File: src/rtl/phase_seq_pkg.sv
// phase_seq_pkg: opcodes, state/class encodings and phase indices for the phase sequencer
package phase_seq_pkg;
  localparam logic [5:0] OP_RTYPE = 6'b000000;
  localparam logic [5:0] OP_LW    = 6'b100011;
  localparam logic [5:0] OP_SW    = 6'b101011;
  localparam logic [5:0] OP_BEQ   = 6'b000100;
  localparam logic [5:0] OP_J     = 6'b000010;
  localparam logic [2:0] S_IDLE = 3'd0;
  localparam logic [2:0] S_T0   = 3'd1;
  localparam logic [2:0] S_T1   = 3'd2;
  localparam logic [2:0] S_T2   = 3'd3;
  localparam logic [2:0] S_T3   = 3'd4;
  localparam logic [2:0] S_T4   = 3'd5;
  localparam logic [2:0] S_HALT = 3'd6;
  localparam int PH_IF  = 0;
  localparam int PH_ID  = 1;
  localparam int PH_EX  = 2;
  localparam int PH_MEM = 3;
  localparam int PH_WB  = 4;
  typedef enum logic [2:0] {
    IDLE = S_IDLE, T0 = S_T0, T1 = S_T1, T2 = S_T2, T3 = S_T3, T4 = S_T4, HALT = S_HALT
  } state_e;
  typedef enum logic [2:0] {CLS_R, CLS_LW, CLS_SW, CLS_BR, CLS_J, CLS_BAD} cls_e;
  function automatic logic is_last(state_e s, cls_e c);
    return s == T4 || (s == T3 && c == CLS_SW) || (s == T2 && (c == CLS_BR || c == CLS_J));
  endfunction
endpackage

File: src/rtl/phase_seq_if.sv
// phase_seq_if: control/status bundle of the phase sequencer; step_mode/step exist only with SINGLE_STEP_EN
interface phase_seq_if #(parameter int CNT_W = 16);
  logic             run;
  logic [5:0]       op;
  logic [5:0]       funct;
  logic [4:0]       p;
  logic             busy;
  logic             instr_done;
  logic             illegal;
  logic [CNT_W-1:0] instr_cnt;
`ifdef SINGLE_STEP_EN
  logic             step_mode;
  logic             step;
  modport master (output run, op, funct, step_mode, step, input p, busy, instr_done, illegal, instr_cnt);
  modport slave (input run, op, funct, step_mode, step, output p, busy, instr_done, illegal, instr_cnt);
`else
  modport master (output run, op, funct, input p, busy, instr_done, illegal, instr_cnt);
  modport slave (input run, op, funct, output p, busy, instr_done, illegal, instr_cnt);
`endif
endinterface

File: src/rtl/phase_seq_op_class_dec.sv
// op_class_dec: combinational opcode to instruction-class decoder
module op_class_dec
  import phase_seq_pkg::*;
(
  input  logic [5:0] op,
  output cls_e       cls
);
  always_comb
    cls = op == OP_RTYPE ? CLS_R  :
          op == OP_LW    ? CLS_LW :
          op == OP_SW    ? CLS_SW :
          op == OP_BEQ   ? CLS_BR :
          op == OP_J     ? CLS_J  : CLS_BAD;
endmodule

File: src/rtl/phase_seq.sv
// phase_seq: one-hot T0..T4 phase sequencer with per-class lengths, halt on bad opcode, retire counter (optional SINGLE_STEP_EN)
module phase_seq
  import phase_seq_pkg::*;
#(
  parameter int CNT_W = 16
) (
  input logic        clk,
  input logic        reset,
  phase_seq_if.slave bus
);
  state_e           state_q, state_d;
  cls_e             cls_q, cls_d, dec_cls;
  logic [4:0]       p_q, p_d;
  logic             done_q, done_d;
  logic             illegal_q, illegal_d;
  logic [CNT_W-1:0] cnt_q, cnt_d;
  logic             issue, cont;
  logic             unused_funct;
  assign unused_funct = ^bus.funct;
`ifdef SINGLE_STEP_EN
  assign issue = bus.step_mode ? bus.step : bus.run;
  assign cont  = bus.run & ~bus.step_mode;
`else
  assign issue = bus.run;
  assign cont  = bus.run;
`endif
  op_class_dec u_dec (.op(bus.op), .cls(dec_cls));
  always_ff @(posedge clk)
    if (reset) begin
      state_q   <= IDLE;
      cls_q     <= CLS_R;
      p_q       <= '0;
      done_q    <= 1'b0;
      illegal_q <= 1'b0;
      cnt_q     <= '0;
    end else begin
      state_q   <= state_d;
      cls_q     <= cls_d;
      p_q       <= p_d;
      done_q    <= done_d;
      illegal_q <= illegal_d;
      cnt_q     <= cnt_d;
    end
  // done_q marks the last phase, so it alone decides the end of an instruction
  always_comb begin
    state_d   = state_q;
    cls_d     = state_q == T1 ? dec_cls : cls_q;
    illegal_d = illegal_q | (state_q == T1 && dec_cls == CLS_BAD);
    cnt_d     = done_q ? cnt_q + CNT_W'(1) : cnt_q;
    if (done_q) state_d = cont ? T0 : IDLE;
    else
      case (state_q)
        IDLE:    state_d = issue ? T0 : IDLE;
        T0:      state_d = T1;
        T1:      state_d = dec_cls == CLS_BAD ? HALT : T2;
        T2:      state_d = cls_q == CLS_R ? T4 : T3;
        T3:      state_d = T4;
        default: state_d = state_q;
      endcase
    p_d         = '0;
    p_d[PH_IF]  = state_d == T0;
    p_d[PH_ID]  = state_d == T1;
    p_d[PH_EX]  = state_d == T2;
    p_d[PH_MEM] = state_d == T3;
    p_d[PH_WB]  = state_d == T4;
    done_d      = is_last(state_d, cls_d);
  end
  assign bus.p          = p_q;
  assign bus.busy       = |p_q;
  assign bus.instr_done = done_q;
  assign bus.illegal    = illegal_q;
  assign bus.instr_cnt  = cnt_q;
endmodule

File: src/flat_wrapper.sv
// flat-port wrapper written by rule: the top's interface ports become plain ports
module phase_seq_flat import phase_seq_pkg::*;
#(
  parameter int CNT_W = 16
)
  (clk, reset, bus_run, bus_op, bus_funct, bus_p, bus_busy, bus_instr_done, bus_illegal, bus_instr_cnt);
  phase_seq_if #(.CNT_W(CNT_W)) bus_i ();
  input logic clk;
  input logic reset;
  input wire logic [$bits(bus_i.run)-1:0] bus_run;
  input wire logic [$bits(bus_i.op)-1:0] bus_op;
  input wire logic [$bits(bus_i.funct)-1:0] bus_funct;
  output wire logic [$bits(bus_i.p)-1:0] bus_p;
  output wire logic [$bits(bus_i.busy)-1:0] bus_busy;
  output wire logic [$bits(bus_i.instr_done)-1:0] bus_instr_done;
  output wire logic [$bits(bus_i.illegal)-1:0] bus_illegal;
  output wire logic [$bits(bus_i.instr_cnt)-1:0] bus_instr_cnt;
  assign bus_i.run = bus_run;
  assign bus_i.op = bus_op;
  assign bus_i.funct = bus_funct;
  assign bus_p = bus_i.p;
  assign bus_busy = bus_i.busy;
  assign bus_instr_done = bus_i.instr_done;
  assign bus_illegal = bus_i.illegal;
  assign bus_instr_cnt = bus_i.instr_cnt;
  phase_seq #(.CNT_W(CNT_W)) u_core (.clk(clk), .reset(reset), .bus(bus_i));
endmodule
File: config.mk
export PLATFORM = sky130hd
export DESIGN_NAME = phase_seq_flat
export DESIGN_NICKNAME = d
export VERILOG_FILES = /design/src/rtl/phase_seq_pkg.sv /design/src/rtl/phase_seq_if.sv /design/src/rtl/phase_seq_op_class_dec.sv /design/src/rtl/phase_seq.sv /design/src/flat_wrapper.sv
export SDC_FILE = /design/constraint.sdc
export NUM_CORES = 1
export LEC_CHECK = 0
export BUFFER_PORTS_ARGS = -buffer_cell sky130_fd_sc_hd__buf_2
export CELL_PAD_IN_SITES_DETAIL_PLACEMENT = 0
export CELL_PAD_IN_SITES_GLOBAL_PLACEMENT = 1
export CORE_MARGIN = 2
export CORE_UTILIZATION = 40
export CTS_CLUSTER_SIZE = 12
export DETAILED_ROUTE_END_ITERATION = 8
export HOLD_SLACK_MARGIN = 0.02
export PLACE_DENSITY = 0.81
export SLEW_MARGIN = 20
export SYNTH_ARGS = -nofsm -noshare
export SYNTH_HDL_FRONTEND = slang
export SYNTH_SLANG_ARGS = --single-unit
File: constraint.sdc
create_clock -name clk -period 3.2 [get_ports clk]
set_input_delay 0.64 -clock clk [delete_from_list [all_inputs] [get_ports clk]]
set_output_delay 0.64 -clock clk [all_outputs]
set_load 0.005 [all_outputs]
======== After elaboration in Yosys (flattened, before gate mapping) ========
Index checks and enable logic that the tools add are counted.
storage, ports and cells
  register bits after elaboration ......... 29
  latch bits .............................. 0
  memory bits (writable) .................. 0
  ROM bits ................................ 0
  input port bits ......................... 15
  logic and storage cells ................. 46
  memories kept ........................... 0
operators by class
  $add $sub $neg .......................... 1
  multipliers ............................. 0
  divide/modulo/power cells ............... 0
  magnitude comparators ................... 0
  equal/unequal tests ..................... 17
  shift operators ......................... 0
  multiplexer cells ....................... 11
  bitwise logic cells ..................... 1
  reduce and logical (&&, ||, !) cells .... 10
operators with widths
  kind                                                  count
  2-to-1 mux 3 bit                                      7
  equality test 3 x 2 -> 1 bit (second input constant)  6
  adder 16 x 1 -> 16 bit (second input constant)        1
  equality test 3 bit (second input constant)           5
  one-hot mux 3 bit (5 select lines)                    1
  equality test 6 bit (second input constant)           2
  equality test 3 x 1 -> 1 bit (second input constant)  2
  equality test 6 x 2 -> 1 bit (second input constant)  1
  equality test 6 x 3 -> 1 bit (second input constant)  1
  zero test 3 bit                                       2
  zero test 6 bit                                       1
  OR reduction 5 bit                                    1
  logical AND 1 bit                                     3
  logical OR 1 bit                                      3
  2-to-1 mux 1 bit                                      3
  bitwise OR 1 bit                                      1

======== Logic depth before layout (Yosys ltp) ========
Gate-level depths: netlist (run 1).
  word-level depth ........................ 14
  gate-level depth with buffers ........... 6

======== Hierarchy ========
From an unflattened synthesis (run 1), not the netlist that was laid out.
unflattened totals
  cell total of the unflattened synthesis .. 158
  area total of the unflattened synthesis .. 1428.9 um^2
by module, submodules not included
  module        instances  cells an instance  area an instance (um^2)  seq. area each (um^2)
  phase_seq     1          149                1351.3                   580.6
  op_class_dec  1          9                  77.6                     0.0

======== Worst setup path before layout (run 1) ========
Ideal clock, no wire load.
  path type ............................... input to register
  start ................................... in bus_op[1]
  end ..................................... reg u_core.done_q, in the netlist u_core.bus.instr_done
  setup time .............................. 0.129 ns
  arrival time ............................ 1.612 ns
  data required time ...................... 3.071 ns
  path slack .............................. 1.460 ns
  cell stages on the path ................. 5
  path buffers ............................ 0
  path through ............................ nor4_1 > a22oi_1 > o22ai_2 > mux2i_1 > o32ai_2
between the ends
  cells in the longest elaborated chain, start to end .. 14
ends and longest elaborated chain
  what                                line                          text
  start: declaration                  flat_wrapper.sv:11            input wire logic [$bits(bus_i.op)-1:0] bus_op;
  equality test 6 x 2 -> 1 bit        phase_seq_op_class_dec.sv:13  op == OP_J ? CLS_J : CLS_BAD;
  2-to-1 mux 1 bit                    phase_seq_op_class_dec.sv:13
  2-to-1 mux 3 bit                    phase_seq_op_class_dec.sv:12  op == OP_BEQ ? CLS_BR :
  2-to-1 mux 3 bit                    phase_seq_op_class_dec.sv:11  op == OP_SW ? CLS_SW :
  2-to-1 mux 3 bit                    phase_seq_op_class_dec.sv:10  op == OP_LW ? CLS_LW :
  2-to-1 mux 3 bit *                  phase_seq_op_class_dec.sv:9   cls = op == OP_RTYPE ? CLS_R :
  equality test 3 bit                 phase_seq.sv:55               T1: state_d = dec_cls == CLS_BAD ? HALT : T2;
  2-to-1 mux 3 bit                    phase_seq.sv:55
  one-hot mux 3 bit (5 select lines)  phase_seq.sv:52               case (state_q)
  2-to-1 mux 3 bit                    phase_seq.sv:50               if (done_q) state_d = cont ? T0 : IDLE;
  equality test 3 bit                 phase_seq_pkg.sv:25           return s == T4 || (s == T3 && c == CLS_SW) || (s == T2 && (c == CLS_BR || c == CLS_J));
  logical AND 1 bit                   phase_seq_pkg.sv:25
  logical OR 1 bit                    phase_seq_pkg.sv:25
  logical OR 1 bit *                  phase_seq_pkg.sv:25
  end signal: assignment              phase_seq.sv:40               done_q <= done_d;
  end: declaration                    phase_seq.sv:14               logic done_q, done_d;
Every way passes the cells marked *; elsewhere a longest branch is shown, timed or not.
A chain may end at the register's enable or synchronous reset.

======== Worst setup path in the final report (run 1) ========
  start ................................... reg u_core.done_q, in the netlist u_core.bus.instr_done
  end ..................................... out bus_instr_done
RTL lines
  what              line                text
  end: declaration  flat_wrapper.sv:15  output wire logic [$bits(bus_i.instr_done)-1:0] bus_instr_done;
No word-level cell between the ends.

==> results of run 1 <==
-- metrics by stage --
step	hold WS, ns	total power, mW	setup WS, ns
3_3_place_gp	0.431	0.884	1.18
4_1_cts	0.452	1.21	1.30
6_report	0.446	1.20	1.32
5_1_grt	0.518	1.28	1.22
2_1_floorplan	0.442	0.814	1.46
3_5_place_dp	0.439	0.897	1.20
-- power by group --
group	total [mW]	internal (mW)	switching, mW
Combinational	0.382	0.193	0.189
Clock	0.313	0.186	0.126
Sequential	0.506	0.420	0.0860
Total	1.20	0.799	0.401
-- cells by family (layout without fill, tap and decap cells) --
group | after synthesis | count (layout)
AOI/OAI and AO/OA | 20 | 20
muxes | 3 | 3
DFF | 29 | 29
buffers and inverters | 13 | 47
xor gates and xnor gates | 14 | 14
and+or+nand+nor | 77 | 77
adders and majority gates | 1 | 1
-- per-layer routing --
metal	up-vias	GRT usage	wire, um
met5	-	0	0
met4	0	0.0611	46
met3	7	0.0536	124
met2	24	0.235	1220
met1	543	0.182	1370
li1	613	-	-
-- final cells by class --
type / instances / area [um2] / share of cell area
Clock inverter: 1 / 30.0 / 0.0181
Timing Repair Buffer: 32 / 160 / 0.0964
Tap cell: 46 / 57.6 / 0.0346
Sequential cell: 29 / 581 / 0.349
Multi-Input combinational cell: 115 / 752 / 0.453
Clock buffer: 7 / 55.1 / 0.0331
Inverter: 7 / 26.3 / 0.0158
-- registers in the layout, indices dropped and copies added (netlist names) --
register	count
u_core.cls_q	3
u_core.bus.instr_done	1
u_core.bus.illegal	1
u_core.bus.instr_cnt	16
u_core.state_q	3
u_core.bus.p	5
-- path summary, 6_finish.rpt --
kind / start / to / cells after the start
worst max-delay path: u_core.bus.instr_done$_SDFF_PP0_ / bus_instr_done / 1
worst min-delay path: u_core.bus.illegal$_SDFF_PP0_ / u_core.bus.illegal$_SDFF_PP0_ / 2
worst max register to register: u_core.bus.instr_done$_SDFF_PP0_ / u_core.bus.instr_cnt[14]$_SDFFE_PP0P_ / 5
worst min register to register: u_core.bus.illegal$_SDFF_PP0_ / u_core.bus.illegal$_SDFF_PP0_ / 2
-- placed cells by master, fill, tap and decap left out, drive strengths merged --
master	count
buf	32
dfxtp	29
nor2	26
nand2	12
nor3	11
xnor2	8
inv	7
nand3	7
clkbuf	7
xor2	6
a21oi	5
and3	4
o21ai	4
mux2i	3
o22ai	3
nand4	2
and4bb	2
and2b	2
or3	2
nor4	2
o211a	2
nor3b	2
or2	2
o32ai	2
and4b	1
a2111oi	1
a22oi	1
nor2b	1
and4	1
o211ai	1
a211oi	1
ha	1
bufinv	1
-- synth_stat cells (4+ instances only) --
master	count
nor3_1	11
nand2_1	11
xor2_1	6
inv_1	7
nand3_1	7
dfxtp_1	29
a21oi_1	5
nor2_1	26
and3_1	4
xnor2_1	8
==> run summary, run 1 <==
Main flop type after synthesis -> dfxtp_1
Critical Path Sink Type -> output pin
Post-CTS Hold Buffers -> 0
CTS tree -> done
Dpl cells -> 229
EDFF count, synth -> 0
Detailed Routing Iterations Pass 1 -> 4
Die area -> 3980 um2
Clk_lat worst skew -> 0.32 ns
CP Launch Type -> flip-flop
Crit path largest cell delay -> 0.70 ns
FFs w/ async S/R, synth -> 0
Die Ht -> 63.1 um
Post-Layout Cell Count -> 237
Clk buf depth -> 2
Crit path required time -> 2.56 ns
R2R setup slack -> 1.37 ns
Finished Cell Area -> 1660 um2
Critical path's top delay family -> flip-flops
Post-Synth Adder-Cell Area -> 0.00895
Port buffer count -> 32
Maxcap violations -> 0
Multiplexer share of the synthesized area -> 0.0215
FF+latch count, synth -> 29
Post-Synth Simple-Gate Area -> 0.287
Hpwl dp -> 1.98 mm
Syn Area/Cell -> 8.90 um2
GRT Util Overall -> 0.148
Share of layout cells above drive strength 1 -> 0.267
Final worst path period need -> 1.88 ns
Synth area leader -> dfxtp_1
Fmax -> 0.532 GHz
Mapped Area -> 1400 um2
Root Driver -> clkbuf_4
Setup TNS -> 0 ns
Synth top area cells -> dfxtp_1 42%, nor2_1 7.0%, xnor2_1 5.0%
DRT antenna net count -> 0
Initial core utilization -> 0.419
Largest family of logic cells by synthesized area -> simple AND/OR/NAND/NOR gates
Seq/Total Area, Yosys -> 0.415
NumNets Final -> 206
Rows -> 21
Status -> complete, no violations
Synth top area share -> 0.415
Vias in the first global route -> 1082
Fin. max-slew vios -> 0
Worst path cell trace -> buf_2
Wire per inst -> 11.6 um
RD Place Congestion -> 0.747
Min-delay worst type -> reg2reg
Slowest CP cell -> dfxtp_1
Synth-to-Final Area Change -> 18.9%
Power density cells -> 723 nW/um2
Fin util -> 0.498
Core area -> 3340 um2
Clock Skew -> 0.00575 ns
Gr ovfl total -> 0
WL final -> 2.75 mm
Top-level port count -> 39
Buf/Inv on CP -> 1
Post-synth cell types -> 39
Post-Synth XOR/XNOR Area -> 0.0877
LEAKAGE -> 0.698 nW
Via count -> 1187
Unrepaired setup endpoints after global routing -> false
Final hold vios -> 0
Ys Warns -> 0
Final Setup Violations -> 0
Pin count of the biggest net entering global routing -> 26
H-tree lvl count -> 2
Dpl cell area -> 1580 um2
Compound-Gate Fraction of Synth Area -> 0.132
WP data arrival -> 1.24 ns
Filler cell count in the final layout -> 341
Syn_nets -> 173
Vias per inst -> 5.01
Clock slew at reported path FFs -> 0.09 ns
First-pass GRT wire length -> 4.73 mm
Total CTS buffers -> 5
CTS sink cnt -> 29
Ant diodes -> 0
Residual DRC -> 0
Cells after Synth -> 157
Kind of critical path -> reg2out
Post-CTS Setup Bufs -> 0
Fin crit share -> 0.587
Die Width -> 63.1 um
Slew margin rel. -> 0.613
Least-Margin Pin Slew -> 0.580 ns
PostCTS Resize Cnt -> 0
Peak VDD IR -> 0.321 mV
Detailed Route Iter0 Violations -> 30
Initial antenna violation count -> 0
Crit-path max FO -> 15
Power figures use the tool's default switching activity.
==> inputs of run 2 (changes only) <==
--- a/config.mk
+++ b/config.mk
@@ -9,11 +9,11 @@
 export CELL_PAD_IN_SITES_DETAIL_PLACEMENT = 0
 export CELL_PAD_IN_SITES_GLOBAL_PLACEMENT = 1
 export CORE_MARGIN = 2
-export CORE_UTILIZATION = 40
+export CORE_UTILIZATION = 34
 export CTS_CLUSTER_SIZE = 12
 export DETAILED_ROUTE_END_ITERATION = 8
 export HOLD_SLACK_MARGIN = 0.02
-export PLACE_DENSITY = 0.81
+export PLACE_DENSITY = 0.73
 export SLEW_MARGIN = 20
 export SYNTH_ARGS = -nofsm -noshare
 export SYNTH_HDL_FRONTEND = slang
==> constraint.sdc (replaced) <==
create_clock -name clk -period 1.6 [get_ports clk]
set_input_delay 0.32 -clock clk [delete_from_list [all_inputs] [get_ports clk]]
set_output_delay 0.32 -clock clk [all_outputs]
set_load 0.005 [all_outputs]
==> run summary, run 2 (same netlist as run 1, synthesis figures left out) <==
Clk_lat worst skew -> 0.27 ns (was 0.32 ns)
Peak VDD IR -> 0.668 mV (was 0.321 mV)
Final Setup Violations -> 0 (unchanged)
Rows -> 23 (was 21)
Die area -> 4640 um2 (was 3980 um2)
Commonest non-fill, non-tap cell in the layout -> buf_2 (unchanged)
Maxcap violations -> 0 (unchanged)
Status -> complete, no violations (unchanged)
Root Driver -> clkbuf_8 (was clkbuf_4)
Unrepaired setup endpoints after global routing -> false (unchanged)
Crit-path max FO -> 6 (was 15)
Die Width -> 68.1 um (was 63.1 um)
Min-delay worst type -> in2reg (was reg2reg)
Power density cells -> 1420 nW/um2 (was 723 nW/um2)
Final worst path period need -> 1.54 ns
Fin crit share -> 0.963
Most frequent cells in the layout -> 32 x buf_2, 25 x nor2_1, 24 x buf_4 (was 32 x buf_2, 29 x dfxtp_1, 26 x nor2_1)
Kind of critical path -> reg2reg (was reg2out)
Fin util -> 0.478 (was 0.498)
WHS -> 0.300 ns (was 0.446 ns)
CTS tree -> done (unchanged)
RR Startpoint -> u_core.state_q[0]$_SDFF_PP0_ (was u_core.bus.instr_done$_SDFF_PP0_)
Initial core utilization -> 0.352 (was 0.419)
DRT antenna net count -> 0 (unchanged)
FF-to-FF End -> u_core.bus.instr_done$_SDFF_PP0_ (was u_core.bus.instr_cnt[14]$_SDFFE_PP0P_)
Clock slew at reported path FFs -> 0.07 ns (was 0.09 ns)
Least-Margin Pin Slew -> 0.346 ns (was 0.580 ns)
Vias in the first global route -> 1270 (was 1082)
Ant diodes -> 0 (unchanged)
Port buffer count -> 32 (unchanged)
Hpwl dp -> 2.44 mm (was 1.98 mm)
Setup TNS -> 0 ns (unchanged)
NumNets Final -> 231 (was 206)
Fin. max-slew vios -> 0 (unchanged)
Synth-to-Final Area Change -> 35.7% (was 18.9%)
Slew margin rel. -> 0.769 (was 0.613)
GRT Util Overall -> 0.153 (was 0.148)
Crit path required time -> 1.75 ns (was 2.56 ns)
WL final -> 3.31 mm (was 2.75 mm)
Wire per inst -> 12.4 um (was 11.6 um)
Clk buf depth -> 2 (unchanged)
Die Ht -> 68.1 um (was 63.1 um)
CTS sink cnt -> 29 (unchanged)
Final hold vios -> 0 (unchanged)
Detailed Route Iter0 Violations -> 62 (was 30)
Via count -> 1320 (was 1187)
Detailed Routing Iterations Pass 1 -> 4 (unchanged)
First-pass GRT wire length -> 5.38 mm (was 4.73 mm)
Worst hold endpoint -> u_core.bus.illegal$_SDFF_PP0_ (unchanged)
Fmax -> 0.649 GHz
Total CTS buffers -> 5 (unchanged)
Clock Skew -> 0.00187 ns (was 0.00575 ns)
CP Launch Type -> flip-flop (unchanged)
Pin count of the biggest net entering global routing -> 21 (was 26)
LEAKAGE -> 0.833 nW (was 0.698 nW)
R2R setup slack -> 0.06 ns (was 1.37 ns)
Filler cell count in the final layout -> 383 (was 341)
Core area -> 3970 um2 (was 3340 um2)
Top-level port count -> 39 (unchanged)
Gr ovfl total -> 0 (unchanged)
Residual DRC -> 0 (unchanged)
Share of layout cells above drive strength 1 -> 0.407 (was 0.267)
H-tree lvl count -> 2 (unchanged)
Critical Path Sink Type -> flip-flop (was output pin)
Max FFs per register -> 16 (unchanged)
RD Place Congestion -> 0.789 (was 0.747)
Hold Path Origin -> reset (was u_core.bus.illegal$_SDFF_PP0_)
Hold depth -> 2 (unchanged)
Reg2reg path depth -> 6 (was 5)
Initial antenna violation count -> 0 (unchanged)
Vias per inst -> 4.96 (was 5.01)
WP data arrival -> 1.69 ns (was 1.24 ns)
[run 2: cell types whose count changed in the layout (fill, tap and decap cells not counted), sizes merged]
cell | previous run | this run
clkinvlp | 0 | 1
buf | 32 | 57
bufinv | 1 | 0
clkbuf | 7 | 5
clkinv | 0 | 2
[run 2: timing repair]
item / in CTS / in global routing
gates resized for setup: 5 / 10
pin swaps: 1 / 3
setup buffers: 3 / 0
hold buffers: 0 / 0
setup endpoints to repair: 4 / 9
[run 2: cell type report]
| type | instances | area, um2 | share of cell area |
|---|---|---|---|
| clock buffers | 5 | 68.8 | 0.0363 |
| multi-input cells | 115 | 777 | 0.410 |
| well taps | 50 | 62.6 | 0.0330 |
| clock inverters | 3 | 17.5 | 0.00923 |
| flip-flops and latches | 29 | 593 | 0.313 |
| inverters | 7 | 26.3 | 0.0139 |
| repair buffers | 57 | 352 | 0.185 |
[run 2: metrics by stage]
step | setup slack [ns] | area [um2] | power [mW] | instances
CTS | 0.00878 | 1870 | 2.66 | 266
global placement | -0.0498 | 1750 | 1.93 | 255
detailed placement | -0.113 | 1750 | 1.98 | 255
finish | 0.0599 | 1900 | 2.69 | 266
floorplan | 0.0921 | 1400 | 1.63 | 157
global route | 0.00310 | 1900 | 2.87 | 266
[run 2: power breakdown]
group,internal [mW],leakage [nW],switching [mW]
logic,0.608,0.551,0.526
clock network,0.299,0.0439,0.286
registers,0.863,0.238,0.105
total,1.77,0.833,0.916
[run 2: how the worst max path moves through the flow]
| stage | start | endpoint | cells after the start |
|---|---|---|---|
| floorplan | u_core.bus.instr_cnt[0]$_SDFFE_PP0P_ | u_core.bus.instr_cnt[14]$_SDFFE_PP0P_ | 6 |
| global placement | u_core.state_q[1]$_SDFF_PP0_ | u_core.bus.instr_done$_SDFF_PP0_ | 6 |
| detailed placement | u_core.state_q[1]$_SDFF_PP0_ | u_core.bus.instr_done$_SDFF_PP0_ | 6 |
| CTS | u_core.state_q[1]$_SDFF_PP0_ | u_core.bus.instr_done$_SDFF_PP0_ | 6 |
| global route | u_core.state_q[0]$_SDFF_PP0_ | u_core.bus.instr_done$_SDFF_PP0_ | 6 |
| finish | u_core.state_q[0]$_SDFF_PP0_ | u_core.bus.instr_done$_SDFF_PP0_ | 6 |
[run 2: per-layer routing]
| layer | track usage | vias to the layer above | share of wire |
|---|---|---|---|
| li1 | - | 659 | - |
| met1 | 0.172 | 630 | 0.46 |
| met2 | 0.278 | 29 | 0.49 |
| met3 | 0.0444 | 2 | 0.044 |
| met4 | 0.0450 | 0 | 0.0057 |
| met5 | 0 | - | 0 |
[run 2: worst max-delay path: stages, from the launching register on]
cell and delay, ns:
dfxtp_4 0.37, and4bb_2 0.24, a2111oi_4 0.29, o22ai_2 0.15, buf_4 0.16, a21oi_2 0.12, o32ai_2 0.09
==> inputs of run 3 (changes only) <==
--- a/config.mk
+++ b/config.mk
@@ -5,10 +5,10 @@
 export SDC_FILE = /design/constraint.sdc
 export NUM_CORES = 1
 export LEC_CHECK = 0
-export BUFFER_PORTS_ARGS = -buffer_cell sky130_fd_sc_hd__buf_2
+export BUFFER_PORTS_ARGS = -buffer_cell sky130_fd_sc_hd__clkbuf_2
 export CELL_PAD_IN_SITES_DETAIL_PLACEMENT = 0
 export CELL_PAD_IN_SITES_GLOBAL_PLACEMENT = 1
-export CORE_MARGIN = 2
+export CORE_MARGIN = 1
 export CORE_UTILIZATION = 34
 export CTS_CLUSTER_SIZE = 12
 export DETAILED_ROUTE_END_ITERATION = 8
==> run summary, run 3 (same netlist as run 1, synthesis figures left out) <==
Sw Ratio -> 0.342 (was 0.341)
Residual DRC -> 0 (unchanged)
Clk_lat worst skew -> 0.28 ns (was 0.27 ns)
Fmax -> 0.620 GHz (was 0.649 GHz)
Unrepaired setup endpoints after global routing -> true (was false)
Kind of critical path -> reg2reg (unchanged)
H-tree lvl count -> 2 (unchanged)
Min-delay worst type -> in2reg (unchanged)
Multi-input gate area -> 813 um2 (was 777 um2)
Post-Route M1 WL -> 1.44 mm (was 1.51 mm)
Die Width -> 66.1 um (was 68.1 um)
CTS sink cnt -> 29 (unchanged)
Finished Cell Area -> 1910 um2 (was 1900 um2)
Setup TNS -> -0.0124 ns (was 0 ns)
Post-Layout Cell Count -> 263 (was 266)
Clock network power share -> 0.211 (was 0.218)
Ant diodes -> 0 (unchanged)
WP data arrival -> 1.79 ns (was 1.69 ns)
Dpl cell area -> 1700 um2 (was 1750 um2)
Clock Skew -> 0.00609 ns (was 0.00187 ns)
Fin crit share -> 1.01 (was 0.963)
Power density cells -> 1420 nW/um2 (about the same)
Root Driver -> clkbuf_8 (unchanged)
Maxcap violations -> 0 (unchanged)
R2R setup slack -> -0.01 ns (was 0.06 ns)
Share of layout cells above drive strength 1 -> 0.386 (was 0.407)
Combinational power share -> 0.437 (was 0.422)
Dpl cells -> 247 (was 255)
Initial core utilization -> 0.368 (was 0.352)
NumNets Final -> 230 (was 231)
Final worst path period need -> 1.61 ns (was 1.54 ns)
Clock slew at reported path FFs -> 0.06 ns (was 0.07 ns)
Most frequent cells in the layout -> 32 x clkbuf_2, 26 x nor2_1, 25 x dfxtp_1 (was 32 x buf_2, 25 x nor2_1, 24 x buf_4)
Least-Margin Pin Slew -> 0.407 ns (was 0.346 ns)
Vias in the first global route -> 1241 (was 1270)
Tot Pwr -> 2.71 mW (was 2.69 mW)
Wire per inst -> 12.1 um (was 12.4 um)
WL final -> 3.19 mm (was 3.31 mm)
Via count -> 1252 (was 1320)
DRT antenna net count -> 0 (unchanged)
Uppermost layer routed -> met4 (unchanged)
Net switching power -> 0.926 mW (was 0.916 mW)
Port buffer count -> 32 (unchanged)
Final Setup Violations -> 1 (was 0)
Detailed Route Iter0 Violations -> 38 (was 62)
Post-CTS Hold Buffers -> 0 (unchanged)
Pre-CTS setup slack -> -0.0660 ns (was -0.113 ns)
Vias per inst -> 4.76 (was 4.96)
Final hold vios -> 0 (unchanged)
First-pass GRT wire length -> 5.44 mm (was 5.38 mm)
Rows -> 22 (was 23)
Total CTS buffers -> 5 (unchanged)
Max FFs per register -> 16 (unchanged)
Slew margin rel. -> 0.729 (was 0.769)
Clk buf depth -> 2 (unchanged)
Register Area -> 591 um2 (was 593 um2)
Fin. max-slew vios -> 0 (unchanged)
Reg power frac -> 0.352 (was 0.360)
Core area -> 3800 um2 (was 3970 um2)
Setup WS post-layout -> -0.0124 ns (was 0.0599 ns)
GRT Util Overall -> 0.166 (was 0.153)
Crit-path max FO -> 5 (was 6)
Top-level port count -> 39 (unchanged)
Gr ovfl total -> 0 (unchanged)
Pin count of the biggest net entering global routing -> 25 (was 21)
Crit path required time -> 1.78 ns (was 1.75 ns)
Status -> finished with violations (was complete, no violations)
Peak VDD IR -> 0.590 mV (was 0.668 mV)
Internal power of the cells -> 1.78 mW (was 1.77 mW)
Synth-to-Final Area Change -> 36.7% (was 35.7%)
CP Launch Type -> flip-flop (unchanged)
LEAKAGE -> 0.831 nW (was 0.833 nW)
Commonest non-fill, non-tap cell in the layout -> clkbuf_2 (was buf_2)
Met2 WL -> 1.58 mm (was 1.63 mm)
WHS -> 0.226 ns (was 0.300 ns)
Failing checks -> setup timing
Met3 Wirelength -> 124 um (was 147 um)
Filler cell count in the final layout -> 367 (was 383)
Fin util -> 0.503 (was 0.478)
Critical Path Sink Type -> flip-flop (unchanged)
Die Ht -> 66.1 um (was 68.1 um)
Detailed Routing Iterations Pass 1 -> 4 (unchanged)
RD Place Congestion -> 0.780 (was 0.789)
CTS tree -> done (unchanged)
Initial antenna violation count -> 0 (unchanged)
Hpwl dp -> 2.24 mm (was 2.44 mm)
Die area -> 4370 um2 (was 4640 um2)
[run 3: timing repair]
item / CTS / global route
resized for setup: 6 / 11
pin swaps: 6 / 5
buffers inserted: 4 / 4
setup endpoints to repair: 2 / 4
[run 3: final timing paths]
check / end / cells past startpoint / start
max reg2reg: u_core.bus.instr_done$_SDFF_PP0_ / 6 / u_core.state_q[2]$_SDFF_PP0_
min reg2reg: u_core.bus.illegal$_SDFF_PP0_ / 2 / u_core.bus.illegal$_SDFF_PP0_
max: u_core.bus.instr_done$_SDFF_PP0_ / 6 / u_core.state_q[2]$_SDFF_PP0_
min: u_core.state_q[1]$_SDFF_PP0_ / 2 / reset
[run 3: worst max-delay path, cell delays in order, from the launching register on]
cell,delay (ns)
dfxtp_4,0.35
buf_4,0.15
buf_4,0.14
or3_1,0.31
o22ai_2,0.12
nand2_1,0.14
o32ai_2,0.30
[run 3: layout make-up]
class,count,share of cell area
Multi-Input combinational cell,115,0.426
Sequential cell,29,0.309
Timing Repair Buffer,56,0.178
Clock buffer,8,0.0419
Tap cell,48,0.0314
Inverter,7,0.0138
[run 3: per-layer routing]
layer	up-vias	GRT usage
met5	-	0
met4	0	0.0612
met3	6	0.0621
met2	27	0.279
met1	561	0.190
li1	658	-
[run 3: power by group through the flow]
| stage | clock network [mW] | logic (mW) | registers (mW) |
|---|---|---|---|
| 5_1_grt | 0.626 | 1.30 | 0.972 |
| 3_5_place_dp | 0 | 0.967 | 0.968 |
| 3_3_place_gp | 0 | 0.944 | 0.961 |
| 4_1_cts | 0.598 | 1.06 | 0.955 |
| 2_1_floorplan | 0 | 0.686 | 0.943 |
| 6_report | 0.570 | 1.19 | 0.954 |
